==> config.mk <==
export PLATFORM = sky130hd
export DESIGN_NAME = sar_search_4_flat
export DESIGN_NICKNAME = d
export VERILOG_FILES = /design/src/rtl/sar_pkg.sv /design/src/rtl/sar_search_4_if.sv /design/src/rtl/sar_flag_chk.sv /design/src/rtl/sar_search_4.sv /design/src/flat_wrapper.sv
export SDC_FILE = /design/constraint.sdc
export NUM_CORES = 1
export LEC_CHECK = 0
export ABC_AREA = 1
export CAP_MARGIN = 20
export CORE_AREA = 5 5 51 53
export CTS_BUF_LIST = sky130_fd_sc_hd__clkbuf_8
export DETAILED_ROUTE_END_ITERATION = 8
export DIE_AREA = 0 0 56 58
export GPL_ROUTABILITY_DRIVEN = 0
export MAX_ROUTING_LAYER = met4
export PLACE_DENSITY = 0.73
export SLEW_MARGIN = 20
export SYNTH_ARGS = -nofsm -noshare
export SYNTH_HDL_FRONTEND = slang
export SYNTH_SLANG_ARGS = --single-unit
==> constraint.sdc <==
create_clock -name clk -period 3.5 [get_ports clk]
set_input_delay 0.525 -clock clk [delete_from_list [all_inputs] [get_ports clk]]
set_output_delay 0.525 -clock clk [all_outputs]
set_load 0.01 [all_outputs]
==> src/rtl/sar_pkg.sv <==
// Shared state encoding and default width for the successive-approximation search block.
package sar_pkg;

    localparam int unsigned SAR_W = 4;

    typedef enum logic [1:0] {
        S_IDLE = 2'd0,
        S_RUN  = 2'd1,
        S_DONE = 2'd2
    } state_t;

endpackage : sar_pkg

==> src/rtl/sar_search_4_if.sv <==
// Search request/result and comparator signals for sar_search_4.
// master: the search controller (drives probe, collects flags).
// slave : the requester plus the external comparator (drives start and flags).
interface sar_search_4_if #(
    parameter int unsigned WIDTH = 4
);
    logic             start;
    logic             cmp_gt;
    logic             cmp_eq;
    logic             cmp_lt;
    logic [WIDTH-1:0] probe;
    logic             busy;
    logic             done;
    logic [WIDTH-1:0] result;
    logic             err;

    modport master (
        input  start, cmp_gt, cmp_eq, cmp_lt,
        output probe, busy, done, result, err
    );

    modport slave (
        output start, cmp_gt, cmp_eq, cmp_lt,
        input  probe, busy, done, result, err
    );
endinterface : sar_search_4_if

==> src/rtl/sar_flag_chk.sv <==
// Comparator flag sanity check: exactly one of {gt, eq, lt} must be set.
module sar_flag_chk (
    input  logic gt,
    input  logic eq,
    input  logic lt,
    output logic one_hot_ok
);

    // Accept only the three legal single-flag patterns.
    always_comb begin
        one_hot_ok = 1'b0;
        case ({gt, eq, lt})
            3'b100,
            3'b010,
            3'b001:  one_hot_ok = 1'b1;
            default: one_hot_ok = 1'b0;
        endcase
    end

endmodule : sar_flag_chk

==> src/rtl/sar_search_4.sv <==
// Successive-approximation search controller: walks probe MSB-first against an
// external combinational comparator until the unknown A is found.
// Optional feature macro: SAR_EARLY_EXIT_EN (finish as soon as the comparator reports equal).
module sar_search_4
    import sar_pkg::*;
#(
    parameter int unsigned WIDTH = SAR_W
) (
    input  logic            clk,
    input  logic            rst_n,
    sar_search_4_if.master  bus
);

    localparam int unsigned IW = $clog2(WIDTH);
    localparam logic [IW-1:0] IDX_TOP = IW'(WIDTH - 1);
    localparam logic [WIDTH-1:0] ONE = WIDTH'(1);

    state_t           state;
    logic [WIDTH-1:0] acc;
    logic [IW-1:0]    idx;

    logic [WIDTH-1:0] probe_q;
    logic             busy_q;
    logic             done_q;
    logic [WIDTH-1:0] result_q;
    logic             err_q;

    logic             flags_ok;
    logic             keep;
    logic             eq_exit;
    logic [WIDTH-1:0] trial;
    logic [WIDTH-1:0] acc_dec;
    logic [IW-1:0]    idx_dn;
    logic [WIDTH-1:0] probe_nxt;

    sar_flag_chk u_flag_chk (
        .gt         (bus.cmp_gt),
        .eq         (bus.cmp_eq),
        .lt         (bus.cmp_lt),
        .one_hot_ok (flags_ok)
    );

    // Per-cycle bit decision and the probe that follows it.
    always_comb begin
        keep      = 1'b0;
        eq_exit   = 1'b0;
        trial     = acc | (ONE << idx);
`ifdef SAR_EARLY_EXIT_EN
        keep      = bus.cmp_gt;
        eq_exit   = bus.cmp_eq;
`else
        keep      = bus.cmp_gt | bus.cmp_eq;
        eq_exit   = 1'b0;
`endif
        // acc never has bit idx set before the decision, so "clear" means keep acc as is.
        acc_dec   = keep ? trial : acc;
        idx_dn    = idx - IW'(1);
        probe_nxt = acc_dec | (ONE << idx_dn);
    end

    // Search FSM; probe/busy/done are registered alongside the state they reflect.
    always_ff @(posedge clk or negedge rst_n) begin
        if (!rst_n) begin
            state    <= S_IDLE;
            acc      <= '0;
            idx      <= IDX_TOP;
            probe_q  <= '0;
            busy_q   <= 1'b0;
            done_q   <= 1'b0;
            result_q <= '0;
            err_q    <= 1'b0;
        end else begin
            case (state)
                S_IDLE: begin
                    done_q  <= 1'b0;
                    if (bus.start) begin
                        state   <= S_RUN;
                        acc     <= '0;
                        idx     <= IDX_TOP;
                        err_q   <= 1'b0;
                        busy_q  <= 1'b1;
                        probe_q <= ONE << IDX_TOP;
                    end else begin
                        busy_q  <= 1'b0;
                        probe_q <= '0;
                    end
                end
                S_RUN: begin
                    if (!flags_ok) begin
                        state    <= S_DONE;
                        err_q    <= 1'b1;
                        result_q <= '0;
                        done_q   <= 1'b1;
                        probe_q  <= '0;
                    end else if (eq_exit) begin
                        state    <= S_DONE;
                        result_q <= trial;
                        done_q   <= 1'b1;
                        probe_q  <= '0;
                    end else if (idx == '0) begin
                        state    <= S_DONE;
                        acc      <= acc_dec;
                        result_q <= acc_dec;
                        done_q   <= 1'b1;
                        probe_q  <= '0;
                    end else begin
                        acc      <= acc_dec;
                        idx      <= idx_dn;
                        probe_q  <= probe_nxt;
                    end
                end
                S_DONE: begin
                    state   <= S_IDLE;
                    done_q  <= 1'b0;
                    busy_q  <= 1'b0;
                    probe_q <= '0;
                end
                default: begin
                    state   <= S_IDLE;
                    done_q  <= 1'b0;
                    busy_q  <= 1'b0;
                    probe_q <= '0;
                end
            endcase
        end
    end

    assign bus.probe  = probe_q;
    assign bus.busy   = busy_q;
    assign bus.done   = done_q;
    assign bus.result = result_q;
    assign bus.err    = err_q;

endmodule : sar_search_4
==> src/flat_wrapper.sv <==
// flat-port wrapper written by rule: the top's interface ports become plain ports
module sar_search_4_flat import sar_pkg::*;
#(
    parameter int unsigned WIDTH = SAR_W
)
  (clk, rst_n, bus_start, bus_cmp_gt, bus_cmp_eq, bus_cmp_lt, bus_probe, bus_busy, bus_done, bus_result, bus_err);
  sar_search_4_if #(.WIDTH(WIDTH)) bus_i ();
  input  logic clk;
  input  logic rst_n;
  input wire logic [$bits(bus_i.start)-1:0] bus_start;
  input wire logic [$bits(bus_i.cmp_gt)-1:0] bus_cmp_gt;
  input wire logic [$bits(bus_i.cmp_eq)-1:0] bus_cmp_eq;
  input wire logic [$bits(bus_i.cmp_lt)-1:0] bus_cmp_lt;
  output wire logic [$bits(bus_i.probe)-1:0] bus_probe;
  output wire logic [$bits(bus_i.busy)-1:0] bus_busy;
  output wire logic [$bits(bus_i.done)-1:0] bus_done;
  output wire logic [$bits(bus_i.result)-1:0] bus_result;
  output wire logic [$bits(bus_i.err)-1:0] bus_err;
  assign bus_i.start = bus_start;
  assign bus_i.cmp_gt = bus_cmp_gt;
  assign bus_i.cmp_eq = bus_cmp_eq;
  assign bus_i.cmp_lt = bus_cmp_lt;
  assign bus_probe = bus_i.probe;
  assign bus_busy = bus_i.busy;
  assign bus_done = bus_i.done;
  assign bus_result = bus_i.result;
  assign bus_err = bus_i.err;
  sar_search_4 #(.WIDTH(WIDTH)) u_core (.clk(clk), .rst_n(rst_n), .bus(bus_i));
endmodule
==> Implementation_results.wiki, run 1 <==
{| class="wikitable"
! Metric !! Value
|-
| Result of the run || complete, no violations
|-
| Arrival time at the worst endpoint || ~1.2 ns
|-
| Routed WL || roughly 1.9 mm
|-
| Post-synthesis to final-layout area growth || 23.5%
|-
| Final design area excluding fillers || ~1200 um2
|-
| Wire length of the first global-routing pass || 3.31 mm
|-
| Antenna cell count || 0
|-
| Cell count after synthesis || roughly 110
|-
| Max VDD drop || between 0.4 and 0.5 mV
|-
| Via count of the first global-routing pass || roughly 750
|-
| Worst slew margin || ~44%
|-
| Cell count of the worst reg-to-reg path || 7
|-
| Clock Latency Late Sink || roughly 0.26 ns
|-
| Cell family with the largest share of critical-path delay || buffers and inverters
|-
| Routed wire length per instance || about 12 um
|-
| Final number of setup-violating endpoints || 0
|-
| Number of nets in the layout || ~140
|-
| Number of H-tree levels || 1
|-
| Standard cell area after detailed placement || 1180 um2
|-
| Kind of start point of the critical path || register
|-
| Unrepaired setup endpoints after global routing || false
|-
| Final Critical Period || ~1.7 ns
|-
| Clk pin slew, worst setup/hold paths || ~0.070 ns
|-
| Setup clock skew after layout || roughly 0.0025 ns
|-
| Residual antenna-violating net count after detailed routing || 0
|-
| Routed via count divided by cell count || 4.75
|-
| Ports || 17
|-
| Standby leakage power || around 0.6 nW
|-
| Chip height || just under 60 um
|-
| Register bit total from synthesis || 19
|-
| Hold buffer count at CTS || 0
|-
| Initial antenna violation count || 0
|-
| Number of hold violations in the final report || 0
|-
| Yosys warning total || 0
|-
| Yosys cell types || 19
|-
| Highest-delay cell along the critical path || sky130_fd_sc_hd__clkdlybuf4s50_1
|-
| GRT overflow || 0
|-
| Total design power || 1.01 mW
|-
| Residual DRC || 0
|-
| Cell depth of the worst setup path || 1
|-
| Required time of the worst setup path || about 3.0 ns
|-
| Max-cap violations || 0
|-
| Routed vias || between 700 and 800
|-
| Worst-case register-to-register setup slack || 2.01 ns
|-
| Least-Margin Pin Slew || between 0.8 and 0.9 ns
|-
| Stage delay of the slowest cell on the critical path || ~0.55 ns
|-
| Largest net degree at the start of global routing || 20
|-
| CP endpoint || bus_err
|-
| DIE AREA || about 3200 um2
|-
| Count of input and output buffers || 16
|-
| Number of pins exceeding their max-slew limit in the final report || 0
|-
| Number of detailed-route iterations in the first pass || 4
|-
| Cell Pwr Density || about 820 nW/um2
|-
| Iteration-0 DRC Markers || 14
|-
| Worst Setup Path Type || register to primary output
|-
| Worst hold-check path type || register to register
|-
| Sequential share of the synthesized area || around half
|-
| Number of buffers inserted to repair setup after CTS || 0
|-
| Number of nets in the synthesized netlist || roughly 120
|-
| Number of buffers created by CTS || 3
|-
| Synthesized cell area || approximately 990 um2
|-
| Crit path cell chain || clkdlybuf4s50_1
|-
| Final sum of negative setup slack || 0 ns
|-
| Mapped Avg Cell Area || about 9.4 um2
|-
| Share of cells above drive strength 1 || between 20% and 30%
|-
| Initial cell density of the core || between 40% and 50%
|-
| Fraction of the core area covered by cells at the end of the flow || 58.3%
|-
| Worst-path maximum fanout || 2
|-
| Maximum buffer depth of the clock tree || 2
|-
| Start of the worst register-to-register path || u_core.idx[0]$_DFFE_PN1P_
|-
| Crit path buffers/inverters || 1
|-
| Kind of end point of the critical path || primary output
|-
| Final cycle utilization of the critical path || 48.1%
|-
| Die outline width || 56 um
|-
| TritonCTS clock tree || yes
|-
| Rows || 17
|-
| Buffer cell driving the clock tree root || sky130_fd_sc_hd__clkbuf_8
|-
| Startpoint of the worst setup timing path || u_core.bus.err$_DFFE_PN0P_
|-
| Post-cts gate resize count || 0
|-
| Clk sinks || 19
|-
| FMAX || 594 MHz
|-
| Total track usage || between 10% and 20%
|-
| Half-perimeter wire length after placement || about 1.5 mm
|-
| Worst flop-to-flop path endpoint || u_core.bus.result[0]$_DFFE_PN0P_
|-
| Std-Cell Core Area || ~2100 um2
|}
-- through the flow --
step / hold WS, ns / worst slack [ns] / cells
finish: 0.473 / 1.82 / 153
global route: 0.506 / 1.76 / 153
CTS: 0.475 / 1.81 / 153
detailed placement: 0.457 / 1.75 / 149
global placement: 0.459 / 1.81 / 149
floorplan: 0.229 / 2.16 / 106
-- report_power, final --
part	total [mW]	switching (mW)	internal, mW
clock network	0.153	0.0738	0.0791
logic	0.474	0.271	0.203
registers	0.380	0.0632	0.317
total	1.01	0.408	0.599
-- cell families (layout without fill, tap and decap cells) --
logic type / Yosys count / in the layout / synth area share [%]
adder cells (fa/ha/maj): 4 / 4 / 5.03
AO/OA/AOI/OAI: 7 / 7 / 3.90
flip-flops: 19 / 19 / 48.1
AND/OR/NAND/NOR: 65 / 65 / 38.0
buffers and inverters: 11 / 30 / 5.03
-- layout by cell type, fill, tap and decap left out --
cell and n:
sky130_fd_sc_hd__nand2_1 32, sky130_fd_sc_hd__dfrtp_1 17, sky130_fd_sc_hd__clkdlybuf4s50_1 16, sky130_fd_sc_hd__nor2_1 10, sky130_fd_sc_hd__nand2_4 8, sky130_fd_sc_hd__nand3_1 6
sky130_fd_sc_hd__inv_1 5, sky130_fd_sc_hd__a21oi_1 5, sky130_fd_sc_hd__inv_2 4, sky130_fd_sc_hd__ha_1 4, sky130_fd_sc_hd__nand3_4 3, sky130_fd_sc_hd__clkbuf_8 3
sky130_fd_sc_hd__nand2_2 2, sky130_fd_sc_hd__nor2_4 2, sky130_fd_sc_hd__dfstp_2 2, sky130_fd_sc_hd__nor2_2 1, sky130_fd_sc_hd__o21ai_1 1, sky130_fd_sc_hd__inv_6 1
sky130_fd_sc_hd__o2111ai_1 1, sky130_fd_sc_hd__and2_1 1, sky130_fd_sc_hd__clkinv_2 1
-- per-layer routing --
metal  wire length [um]  global-route usage (%)  vias up
met5                  0                       -        -
met4                 43                    8.14        0
met3                 95                    3.34        6
met2                907                    21.0       17
met1                863                    16.2      334
li1                   -                       -      369
-- worst register-to-register path, stage by stage, from the launching register on --
cell                      delay (ns)
sky130_fd_sc_hd__dfstp_2        0.60
sky130_fd_sc_hd__inv_1          0.08
sky130_fd_sc_hd__ha_1           0.26
sky130_fd_sc_hd__inv_1          0.17
sky130_fd_sc_hd__nand3_4        0.11
sky130_fd_sc_hd__nand2_4        0.10
sky130_fd_sc_hd__nand2_1        0.06
sky130_fd_sc_hd__nand2_1        0.06
-- cell type report --
class / instances / area, um2
Timing Repair Buffer: 16 / 160
Sequential cell: 19 / 478
Clock inverter: 1 / 5.00
Inverter: 10 / 42.5
Multi-Input combinational cell: 76 / 467
Clock buffer: 3 / 41.3
Tap cell: 28 / 35.0
Fill cell: 177 / 877
-- registers in the layout (all words and copies together), names as in the netlist --
name               cells
u_core.bus.probe       4
u_core.bus.done        1
u_core.bus.err         1
u_core.bus.busy        1
u_core.idx             2
u_core.bus.result      4
u_core.state           2
u_core.acc             4
-- synth_stat cells --
library cell / instances / area share (%)
sky130_fd_sc_hd__nand2_2: 2 / 1.3
sky130_fd_sc_hd__inv_2: 4 / 1.5
sky130_fd_sc_hd__inv_1: 5 / 1.9
sky130_fd_sc_hd__nand3_1: 6 / 3.0
sky130_fd_sc_hd__nand3_4: 3 / 5.3
sky130_fd_sc_hd__nor2_2: 1 / 0.63
sky130_fd_sc_hd__nor2_4: 2 / 2.3
sky130_fd_sc_hd__a21oi_1: 5 / 2.5
sky130_fd_sc_hd__o21ai_1: 1 / 0.50
sky130_fd_sc_hd__nand2_1: 32 / 12
sky130_fd_sc_hd__buf_4: 1 / 0.75
sky130_fd_sc_hd__dfstp_2: 2 / 5.3
sky130_fd_sc_hd__nor2_1: 10 / 3.8
sky130_fd_sc_hd__inv_6: 1 / 0.88
sky130_fd_sc_hd__ha_1: 4 / 5.0
sky130_fd_sc_hd__and2_1: 1 / 0.63
sky130_fd_sc_hd__o2111ai_1: 1 / 0.88
sky130_fd_sc_hd__dfrtp_1: 17 / 43
sky130_fd_sc_hd__nand2_4: 8 / 9.1
-- worst min path at each step --
| stage | from | to | slack, ns | cells past startpoint |
|---|---|---|---|---|
| floorplan | rst_n | u_core.acc[0]$_DFFE_PN0P_ | 0.23 | 0 |
| global placement | u_core.bus.busy$_DFFE_PN0N_ | u_core.bus.busy$_DFFE_PN0N_ | 0.46 | 2 |
| detailed placement | u_core.bus.result[2]$_DFFE_PN0P_ | u_core.bus.result[2]$_DFFE_PN0P_ | 0.46 | 2 |
| CTS | u_core.bus.result[2]$_DFFE_PN0P_ | u_core.bus.result[2]$_DFFE_PN0P_ | 0.48 | 2 |
| global route | u_core.bus.result[1]$_DFFE_PN0P_ | u_core.bus.result[1]$_DFFE_PN0P_ | 0.51 | 2 |
| finish | u_core.bus.result[2]$_DFFE_PN0P_ | u_core.bus.result[2]$_DFFE_PN0P_ | 0.47 | 2 |
(Power assumes the default switching activity.)
==> run 2, diff against run 1 <==
==> constraint.sdc (replaced) <==
create_clock -name clk -period 1.6 [get_ports clk]
set_input_delay 0.24 -clock clk [delete_from_list [all_inputs] [get_ports clk]]
set_output_delay 0.24 -clock clk [all_outputs]
set_load 0.01 [all_outputs]
==> run 2 against run 1 <==
Net effect: sequential share of layout area decreased by 0.20 points; power increased by 120%; worst hold slack got worse by 0.15 ns; highest routed layer unchanged.
==> Implementation_results.wiki, run 2 (synthesis results as in run 1) <==
{| class="wikitable"
! Metric !! Value
|-
| Clock Latency Late Sink || around 0.26 ns
|-
| Part of the total power dissipated in sequential elements || around 38%
|-
| Area occupied by multi-input gates || roughly 470 um2
|-
| Result of the run || complete, no violations
|-
| Number of detailed-route iterations in the first pass || 4
|-
| Clk sinks || 19
|-
| Worst flop-to-flop path endpoint || u_core.bus.result[3]$_DFFE_PN0P_
|-
| Std-Cell Core Area || 2110 um2
|-
| Initial cell density of the core || 47.2%
|-
| Count of input and output buffers || 16
|-
| Filler cells || roughly 170
|-
| Final Critical Period || approximately 1.5 ns
|-
| Buffer cell driving the clock tree root || sky130_fd_sc_hd__clkbuf_8
|-
| Worst hold-check path type || primary input to asynchronous set/reset pin
|-
| Total design power || 2.20 mW
|-
| Final number of setup-violating endpoints || 0
|-
| Max VDD drop || a little over 0.9 mV
|-
| Routed wire length per instance || about 12 um
|-
| Arrival time at the worst endpoint || 1.66 ns
|-
| Total track usage || about 14%
|-
| Startpoint of the worst setup timing path || u_core.idx[1]$_DFFE_PN1P_
|-
| Chip height || roughly 58 um
|-
| Worst-path maximum fanout || 5
|-
| DIE AREA || about 3200 um2
|-
| Number of H-tree levels || 1
|-
| Number of hold violations in the final report || 0
|-
| Clock Power Share || between 10 and 15%
|-
| Share of cells above drive strength 1 || a little over a fifth
|-
| Final critical-path setup slack || around 0.14 ns
|-
| Routed WL || approximately 1.9 mm
|-
| Setup WS pre-CTS || around 0.14 ns
|-
| Internal power of the cells || 1.31 mW
|-
| Sw Share || 40.6%
|-
| Via count of the first global-routing pass || 741
|-
| Residual DRC || 0
|-
| Half-perimeter wire length after placement || roughly 1.5 mm
|-
| Combinational share of power || 47.4%
|-
| Max-cap violations || 0
|-
| Worst Setup Path Type || register to register
|-
| FF/Latch Area || around 480 um2
|-
| FMAX || just under 700 MHz
|-
| GRT overflow || 0
|-
| Required time of the worst setup path || approximately 1.8 ns
|-
| Ports || 17
|-
| Worst slew margin || a little over 80%
|-
| Iteration-0 DRC Markers || 36
|-
| Kind of start point of the critical path || register
|-
| Number of buffers created by CTS || 3
|-
| Cell Pwr Density || around 1800 nW/um2
|-
| Rows || 17
|-
| Cell count of the worst reg-to-reg path || 7
|-
| Crit path cell chain || inv_1, ha_1, inv_1, nand3_4, nand2_4, nand2_1, nand2_1
|-
| Number of nets in the layout || ~140
|-
| Residual antenna-violating net count after detailed routing || 0
|-
| TritonCTS clock tree || yes
|-
| Most common library cell in the layout ignoring fill and taps || sky130_fd_sc_hd__nand2_1
|-
| Largest net degree at the start of global routing || 20
|-
| Unrepaired setup endpoints after global routing || false
|-
| Initial antenna violation count || 0
|-
| Antenna cell count || 0
|-
| Kind of end point of the critical path || register
|-
| Post-synthesis to final-layout area growth || 24.2%
|-
| Hold buffer count at CTS || 0
|-
| Start of the worst register-to-register path || u_core.idx[1]$_DFFE_PN1P_
|-
| Number of buffers inserted to repair setup after CTS || 0
|-
| Least-Margin Pin Slew || 0.290 ns
|-
| Routed vias || 750
|-
| Commonest cells after routing, fill and taps aside || sky130_fd_sc_hd__nand2_1 (32), sky130_fd_sc_hd__dfrtp_1 (17), sky130_fd_sc_hd__clkdlybuf4s50_1 (16)
|-
| Final sum of negative setup slack || 0 ns
|-
| Standby leakage power || between 0.6 and 0.7 nW
|-
| Number of pins exceeding their max-slew limit in the final report || 0
|-
| Setup clock skew after layout || ~0.0024 ns
|-
| Maximum buffer depth of the clock tree || 2
|-
| Stage delay of the slowest cell on the critical path || slightly below 0.6 ns
|-
| Worst-case register-to-register setup slack || 0.14 ns
|-
| Post-cts gate resize count || 0
|-
| Clk pin slew, worst setup/hold paths || about 0.07 ns
|-
| Highest-delay cell along the critical path || sky130_fd_sc_hd__dfstp_2
|-
| Final cycle utilization of the critical path || 91.1%
|-
| Wire length of the first global-routing pass || around 3.3 mm
|-
| Die outline width || between 50 and 60 um
|-
| Switching power || 0.894 mW
|-
| Routed via count divided by cell count || 4.87
|}
==> run 2: cell count changes in the layout (fill, tap and decap cells not counted) <==
cell	before	now
sky130_fd_sc_hd__inv_1	5	6
sky130_fd_sc_hd__clkinv_2	1	0
sky130_fd_sc_hd__buf_4	0	1
==> run 2: metal layers <==
metal  up-vias  GRT usage (%)  wire length, um
li1        373              -                -
met1       352           15.8              874
met2        20           22.0              908
met3         5           2.23               73
met4         0           8.47               50
met5         -              -                0
==> run 2: how the worst max path moves through the flow <==
stage               slack, ns                               end
CTS                      0.14  u_core.bus.result[1]$_DFFE_PN0P_
detailed placement       0.14         u_core.acc[3]$_DFFE_PN0P_
finish                   0.14  u_core.bus.result[3]$_DFFE_PN0P_
global route             0.01  u_core.bus.result[3]$_DFFE_PN0P_
floorplan                0.26       u_core.bus.done$_DFFE_PN0P_
global placement         0.17         u_core.acc[0]$_DFFE_PN0P_
==> run 2: worst max-delay path, delay by kind of cell, from the launching register on <==
kind | cells | cell delay, ns
adder cells (fa/ha/maj) | 1 | 0.24
flip-flops | 1 | 0.59
buffers and inverters | 2 | 0.27
AND/OR/NAND/NOR | 4 | 0.30
==> run 2: power by group through the flow <==
stage / Clock, mW / Sequential (mW) / Combinational (mW)
global placement: 0 / 0.829 / 1.02
global route: 0.344 / 0.857 / 1.17
finish: 0.327 / 0.833 / 1.04
floorplan: 0 / 0.858 / 0.656
CTS: 0.338 / 0.830 / 1.05
detailed placement: 0 / 0.838 / 1.04
==> run 2: layout make-up <==
| class | count | area share (%) |
|---|---|---|
| flip-flops and latches | 19 | 38.7 |
| multi-input cells | 76 | 37.8 |
| repair buffers | 17 | 13.6 |
| inverters | 10 | 3.44 |
| clock buffers | 3 | 3.34 |
| well taps | 28 | 2.84 |
| clock inverters | 1 | 0.304 |
==> run 2: metrics by stage <==
stage	hold slack, ns	cell area [um2]	util, %	std cells
4_1_cts	0.323	1230	58.6	154
2_1_floorplan	-0.0556	995	-	106
3_5_place_dp	0.461	1190	56.5	150
6_report	0.319	1230	58.6	154
5_1_grt	0.343	1230	58.6	154
3_3_place_gp	0.459	1190	56.5	150
==> run 3, diff against run 2 <==
--- a/config.mk
+++ b/config.mk
@@ -7,14 +7,16 @@
 export LEC_CHECK = 0
 export ABC_AREA = 1
 export CAP_MARGIN = 20
-export CORE_AREA = 5 5 51 53
+export CORE_AREA = 5 5 50 52
 export CTS_BUF_LIST = sky130_fd_sc_hd__clkbuf_8
 export DETAILED_ROUTE_END_ITERATION = 8
-export DIE_AREA = 0 0 56 58
+export DIE_AREA = 0 0 55 57
 export GPL_ROUTABILITY_DRIVEN = 0
 export MAX_ROUTING_LAYER = met4
-export PLACE_DENSITY = 0.73
+export PLACE_DENSITY = 0.75
+export SETUP_SLACK_MARGIN = 0.05
 export SLEW_MARGIN = 20
 export SYNTH_ARGS = -nofsm -noshare
 export SYNTH_HDL_FRONTEND = slang
+export SYNTH_HIERARCHICAL = 1
 export SYNTH_SLANG_ARGS = --single-unit
==> run 3 against run 2 <==
Net effect: final cell count grew 6.5%; first-iteration DRC count decreased by 42%; clock-buffer cell count stayed put; power down 4.9%; wire length is 5.3% lower; core utilization grew 1.1 points; die area fell by 3.5%; flip-flop and latch count is the same; critical path depth fell by 6; via count increased by 0.80%; critical path type is now register to primary output; highest routed layer unchanged.
==> Implementation_results.wiki, run 3 <==
{| class="wikitable"
! Metric !! Value
|-
| Final Critical Period || between 1 and 1.5 ns
|-
| Most frequent cell after synthesis || sky130_fd_sc_hd__nand2_1
|-
| Max VDD drop || 1.09 mV
|-
| Commonest cells after routing, fill and taps aside || sky130_fd_sc_hd__nand2_1 (39), sky130_fd_sc_hd__dfrtp_1 (17), sky130_fd_sc_hd__clkdlybuf4s50_1 (16), sky130_fd_sc_hd__inv_1 (16)
|-
| Routed WL || 1.81 mm
|-
| Number of detailed-route iterations in the first pass || 4
|-
| Largest area contributor in the netlist || sky130_fd_sc_hd__dfrtp_1
|-
| Ranking of synthesized cells by instance count || sky130_fd_sc_hd__nand2_1 (39), sky130_fd_sc_hd__dfrtp_1 (17), sky130_fd_sc_hd__inv_1 (16)
|-
| Final number of setup-violating endpoints || 0
|-
| Routed wire length per instance || between 10 and 15 um
|-
| GRT overflow || 0
|-
| Post-synth ARST share || 100%
|-
| Final cycle utilization of the critical path || between 80 and 90%
|-
| Die outline width || 55 um
|-
| EDFF count, synth || 0
|-
| Final sum of negative setup slack || 0 ns
|-
| Cell family with the largest share of critical-path delay || buffers and inverters
|-
| Wire length of the first global-routing pass || ~3.4 mm
|-
| Standby leakage power || 0.666 nW
|-
| Residual DRC || 0
|-
| Register bit total from synthesis || 19
|-
| Post-synthesis to final-layout area growth || 27.6%
|-
| Residual antenna-violating net count after detailed routing || 0
|-
| Clk sinks || 19
|-
| Number of H-tree levels || 1
|-
| Cell count after synthesis || approximately 110
|-
| Number of buffers inserted to repair setup after CTS || 0
|-
| Via count of the first global-routing pass || 774
|-
| TritonCTS clock tree || yes
|-
| Crit path cell chain || clkdlybuf4s50_1
|-
| FMAX || roughly 700 MHz
|-
| Yosys cell types || 21
|-
| Synth area leaders || sky130_fd_sc_hd__dfrtp_1 (44%), sky130_fd_sc_hd__nand2_1 (15%), sky130_fd_sc_hd__inv_1 (6.2%)
|-
| Non-filler instance count after layout || 164
|-
| Clk pin slew, worst setup/hold paths || around 0.07 ns
|-
| Crit path buffers/inverters || 1
|-
| Routed vias || approximately 760
|-
| Cell Pwr Density || approximately 1700 nW/um2
|-
| Required time of the worst setup path || about 1.4 ns
|-
| Antenna cell count || 0
|-
| Number of nets in the synthesized netlist || approximately 120
|-
| Worst slew margin || 84.2%
|-
| Number of buffers created by CTS || 3
|-
| Worst hold slack after final layout || ~0.31 ns
|-
| Initial antenna violation count || 0
|-
| Rows || 17
|-
| Least-Margin Pin Slew || 0.237 ns
|-
| Mapped Avg Cell Area || ~8.5 um2
|-
| Synthesized cell area || between 900 and 1000 um2
|-
| Worst hold-check path type || primary input to asynchronous set/reset pin
|-
| Chip height || 57 um
|-
| Half-perimeter wire length after placement || roughly 1.5 mm
|-
| Routed via count divided by cell count || 4.61
|-
| Number of nets in the layout || ~150
|-
| Largest net degree at the start of global routing || 20
|-
| Result of the run || complete, no violations
|-
| Ports || 17
|-
| Initial cell density of the core || ~47%
|-
| Stage delay of the slowest cell on the critical path || roughly 0.55 ns
|-
| Sequential share of the synthesized area || between 40% and 50%
|-
| Number of pins exceeding their max-slew limit in the final report || 0
|-
| Maximum buffer depth of the clock tree || 2
|-
| Count of input and output buffers || 16
|-
| Std-Cell Core Area || between 2000 and 2500 um2
|-
| Number of hold violations in the final report || 0
|-
| DIE AREA || ~3100 um2
|-
| Buffer cell driving the clock tree root || sky130_fd_sc_hd__clkbuf_8
|-
| Total track usage || between 10% and 20%
|-
| Fraction of synthesized cell area taken by the top area cell type || between 40 and 50%
|-
| Max-cap violations || 0
|-
| Kind of end point of the critical path || primary output
|-
| Share of cells above drive strength 1 || just over 20%
|-
| Most common library cell in the layout ignoring fill and taps || sky130_fd_sc_hd__nand2_1
|-
| Clock Latency Late Sink || 0.25 ns
|-
| Worst Setup Path Type || register to primary output
|-
| Kind of start point of the critical path || register
|-
| Iteration-0 DRC Markers || 21
|-
| Yosys warning total || 6
|-
| Placed cell count || 160
|-
| Highest-delay cell along the critical path || sky130_fd_sc_hd__clkdlybuf4s50_1
|-
| Worst-path maximum fanout || 2
|-
| Setup clock skew after layout || approximately 0.0015 ns
|-
| Unrepaired setup endpoints after global routing || false
|-
| Hold buffer count at CTS || 0
|-
| Arrival time at the worst endpoint || 1.16 ns
|-
| Post-cts gate resize count || 0
|-
| Primary flip-flop cell chosen by synthesis mapping || sky130_fd_sc_hd__dfrtp_1
|}
## run 3: cell count changes after synthesis, sizes merged, moves of 2 or more
cell | before | now
nand3 | 9 | 7
inv | 10 | 22
nand2 | 42 | 44
nor2 | 13 | 7
o21ai | 1 | 6
a21oi | 5 | 2
## run 3: cells by family (layout without fill, tap and decap cells)
kind of cell / count (synthesis) / in the layout / synth area share (%)
AND/OR/NAND/NOR: 60 / 60 / 31.9
buffers and inverters: 22 / 45 / 8.55
flip-flops: 19 / 19 / 49.5
AO/OA/AOI/OAI: 8 / 8 / 4.92
adder cells (fa/ha/maj): 4 / 4 / 5.18
## run 3: worst paths after layout
check                                                 start                               end  slack [ns]  cells past startpoint
worst min register to register   u_core/bus.err$_DFFE_PN0P_        u_core/bus.err$_DFFE_PN0P_        0.49                      2
max in group asynchronous                             rst_n         u_core/idx[1]$_DFFE_PN1P_        1.03                      2
worst min-delay path                                  rst_n  u_core/bus.result[2]$_DFFE_PN0P_        0.31                      2
min in group clk                 u_core/bus.err$_DFFE_PN0P_        u_core/bus.err$_DFFE_PN0P_        0.49                      2
worst max register to register    u_core/idx[1]$_DFFE_PN1P_         u_core/idx[0]$_DFFE_PN1P_        0.21                      7
worst max-delay path            u_core/bus.busy$_DFFE_PN0N_                          bus_busy        0.20                      1
## run 3: per-layer routing
layer / track usage [%] / part of all wire (%)
met5: - / 0
met2: 22.0 / 50
met3: 0.783 / 2.2
met1: 20.9 / 44
met4: 7.29 / 3.3
## run 3: metrics by stage
| stage | worst slack, ns | cell area, um2 | utilization, % | power, mW |
|---|---|---|---|---|
| floorplan | 0.275 | 966 | - | 1.41 |
| global placement | 0.0658 | 1180 | 57.4 | 1.75 |
| detailed placement | 0.0152 | 1180 | 57.4 | 1.78 |
| CTS | 0.144 | 1230 | 59.6 | 2.11 |
| global route | 0.0945 | 1230 | 59.7 | 2.28 |
| finish | 0.195 | 1230 | 59.7 | 2.09 |
## run 3: power by group
| part | switching (mW) | internal (mW) | total [mW] |
|---|---|---|---|
| combinational | 0.578 | 0.417 | 0.996 |
| sequential | 0.108 | 0.669 | 0.776 |
| clock | 0.150 | 0.173 | 0.323 |
## run 3: cell type report
cell class / count / area [um2]
fill: 174 / 831
sequential: 19 / 478
multi-input combinational: 72 / 408
timing repair buffer: 19 / 183
inverter: 22 / 82.6
clock buffer: 3 / 41.3
tap: 28 / 35.0
clock inverter: 1 / 5.00
==> patch: new RTL, config.mk and constraints of run 2 <==
The 3 states of `state_t` get a one-hot encoding in 3 bits.
--- a/src/rtl/sar_pkg.sv
+++ b/src/rtl/sar_pkg.sv
@@ -3,10 +3,10 @@
 
     localparam int unsigned SAR_W = 4;
 
-    typedef enum logic [1:0] {
-        S_IDLE = 2'd0,
-        S_RUN  = 2'd1,
-        S_DONE = 2'd2
+    typedef enum logic [2:0] {
+        S_IDLE = 3'b001,
+        S_RUN  = 3'b010,
+        S_DONE = 3'b100
     } state_t;
 
 endpackage : sar_pkg
Behaviour: same outputs for any inputs over 10 cycles, from zero or initial values and one cycle with rst_n low; not proved beyond that.
==> patch against run 2 <==
  * Largest cell class unchanged
  * Synthesized area stayed put
  * Wire length fell by 0.52%
  * First-iteration DRC count is 78% lower
  * Die area did not move
  * Power is 11% lower
  * Core utilization rose by 0.83 points
  * Clock skew about the same
  * Sequential cell count up 1
  * Setup slack better by 5.2 ps
  * Cell area rose by 1.4%
==> patch: results (changes against run 2) <==
Timing
  • Hold Vio Cnt, Final: 0 (unchanged)
  • Max_slew headroom: 0.8371 (was 0.8063)
  • Setup Skew: 2.836 ps (was 2.378 ps)

Yosys
  • Yosys Warn Count: 0 (unchanged)
  • Post-synth ARST share: 1.000 (unchanged)
  • Mapped Nets: 122 (was 116)
  • Area contributors post-synth: dfrtp_1 43%, nand2_1 15%, dfstp_2 7.9% (was dfrtp_1 43%, nand2_1 12%, nand2_4 9.1%)
  • Post-synth top cells: 40 x nand2_1, 17 x dfrtp_1, 8 x nand3_1 (was 32 x nand2_1, 17 x dfrtp_1, 10 x nor2_1)
  • Seq/Total Area, Yosys: 0.5069 (was 0.4805)

Clocking
  • Setup Fix Bufs, Post-CTS: 0 (unchanged)
  • Root Buffer: clkbuf_8 (unchanged)
  • Num CTS Buffers: 3 (unchanged)
  • CTS clk-pin slew, worst paths: 70 ps (about the same)
  • Max clock buf depth: 2 (unchanged)
  • H-tree levels: 1 (unchanged)
  • PostCTS Resize Cnt: 0 (unchanged)

Final layout
  • Share of layout cells above drive strength 1: 0.2180 (was 0.2143)
  • Fin nets: 144 (was 137)
  • Number of fill cells in the layout: 189 (was 172)
  • ANT cells: 0 (unchanged)

Drt
  • Routed WL per cell: 11.78 um (was 12.38 um)
  • Via/cell ratio: 4.733 (was 4.870)
  • Drt pass-1 iters: 4 (unchanged)
  • Drt initial violations: 8 (was 36)

Placement
  • DP Area: 0.001197 mm^2 (was 0.001190 mm^2)
  • Post-DP HPWL: 1.518 mm (was 1.484 mm)
  • PortBufs: 16 (unchanged)

Setup path
  • Highest net fanout along the worst path: 8 (was 5)
  • WP data arrival: 1650 ps
  • Crit start category: flop (unchanged)
  • Kind of cell adding the most delay to the critical path: flip-flops (unchanged)
  • Slowest cell on crit path: dfstp_2 (unchanged)
  • R2R Path Start: u_core.idx[0] (was u_core.idx[1])
  • CP max stage delay: 570 ps (was 590 ps)

Global routing
  • Largest net degree at the start of global routing: 21 (was 20)
  • Total GRT Usage: 0.1332 (was 0.1362)
  • Initial antenna violation count: 0 (unchanged)
  • First-pass GRT wire length: 3.298 mm (was 3.312 mm)
  • Vias in the first global route: 778 (was 741)

Power
  • Peak VDD IR: 0.0009937 V (was 0.0009175 V)
  • Lkg Pwr: 0.6780 nW (was 0.6233 nW)

Run status
  • Status: finished, final reports clean (unchanged)

Worst hold path
  • Worst min path class: in2async (unchanged)
patch: cell count changes after synthesis, moves of 3 or more:
cell,change
a21oi_1,-5
a21o_1,+3
nand2_1,+8
nand2_2,+4
nand2_4,-6
nor2_1,-5
patch: through the flow:
stage                     worst slack [ps]  hold WS [ps]  instances  total power, mW
after floorplan                      267.8        -55.59        112            1.297
after global placement               175.6         456.4        157            1.566
after detailed placement             128.4         462.4        157            1.589
after CTS                            136.9         310.6        161            1.979
after global routing                 40.04         321.3        161            2.115
final                                148.2         303.7        161            1.952
patch: per-layer routing:
metal | track usage | share of wire | vias up
li1 | - | - | 385
met1 | 0.1484 | 0.43 | 350
met2 | 0.2204 | 0.49 | 21
met3 | 0.02895 | 0.047 | 6
met4 | 0.07797 | 0.030 | 0
met5 | - | 0 | -
patch: cell type report:
type | instances | area, um^2 | share of cell area
Sequential cell | 20 | 504.2 | 0.4026
Multi-Input combinational cell | 78 | 432.9 | 0.3457
Timing Repair Buffer | 17 | 167.7 | 0.1339
Inverter | 14 | 57.56 | 0.04595
Clock buffer | 4 | 55.05 | 0.04396
Tap cell | 28 | 35.03 | 0.02797
patch: worst reg2reg max path, stage by stage (launching register included):
cell and delay, ps:
dfstp_2 570, inv_1 90, ha_1 220, inv_1 140, nand3_2 130, nand2_4 110
nand2_1 60, nand2_1 70
patch: cells by family after synthesis:
group	count (synthesis)	synth area share
flops	20	0.5069
simple gates	67	0.3396
fa+ha+maj	4	0.05032
buf+inv	14	0.05787
compound gates	7	0.04528
patch: report_power, final:
| part | switching (mW) | internal, mW | leakage [nW] |
|---|---|---|---|
| clock network | 0.164 | 0.219 | 0.0288 |
| registers | 0.0908 | 0.669 | 0.264 |
| logic | 0.475 | 0.334 | 0.385 |
| total | 0.730 | 1.22 | 0.678 |
patch: final timing paths:
check	end	slack [ps]	cells past startpoint
worst max-delay path	u_core.bus.result[1]	150	7
worst min-delay path	u_core.bus.result[2]	300	2
worst max register to register	u_core.bus.result[1]	150	7
worst min register to register	u_core.acc[1]	470	2
max in group asynchronous	u_core.idx[0]	1030	2
min in group clk	u_core.acc[1]	470	2
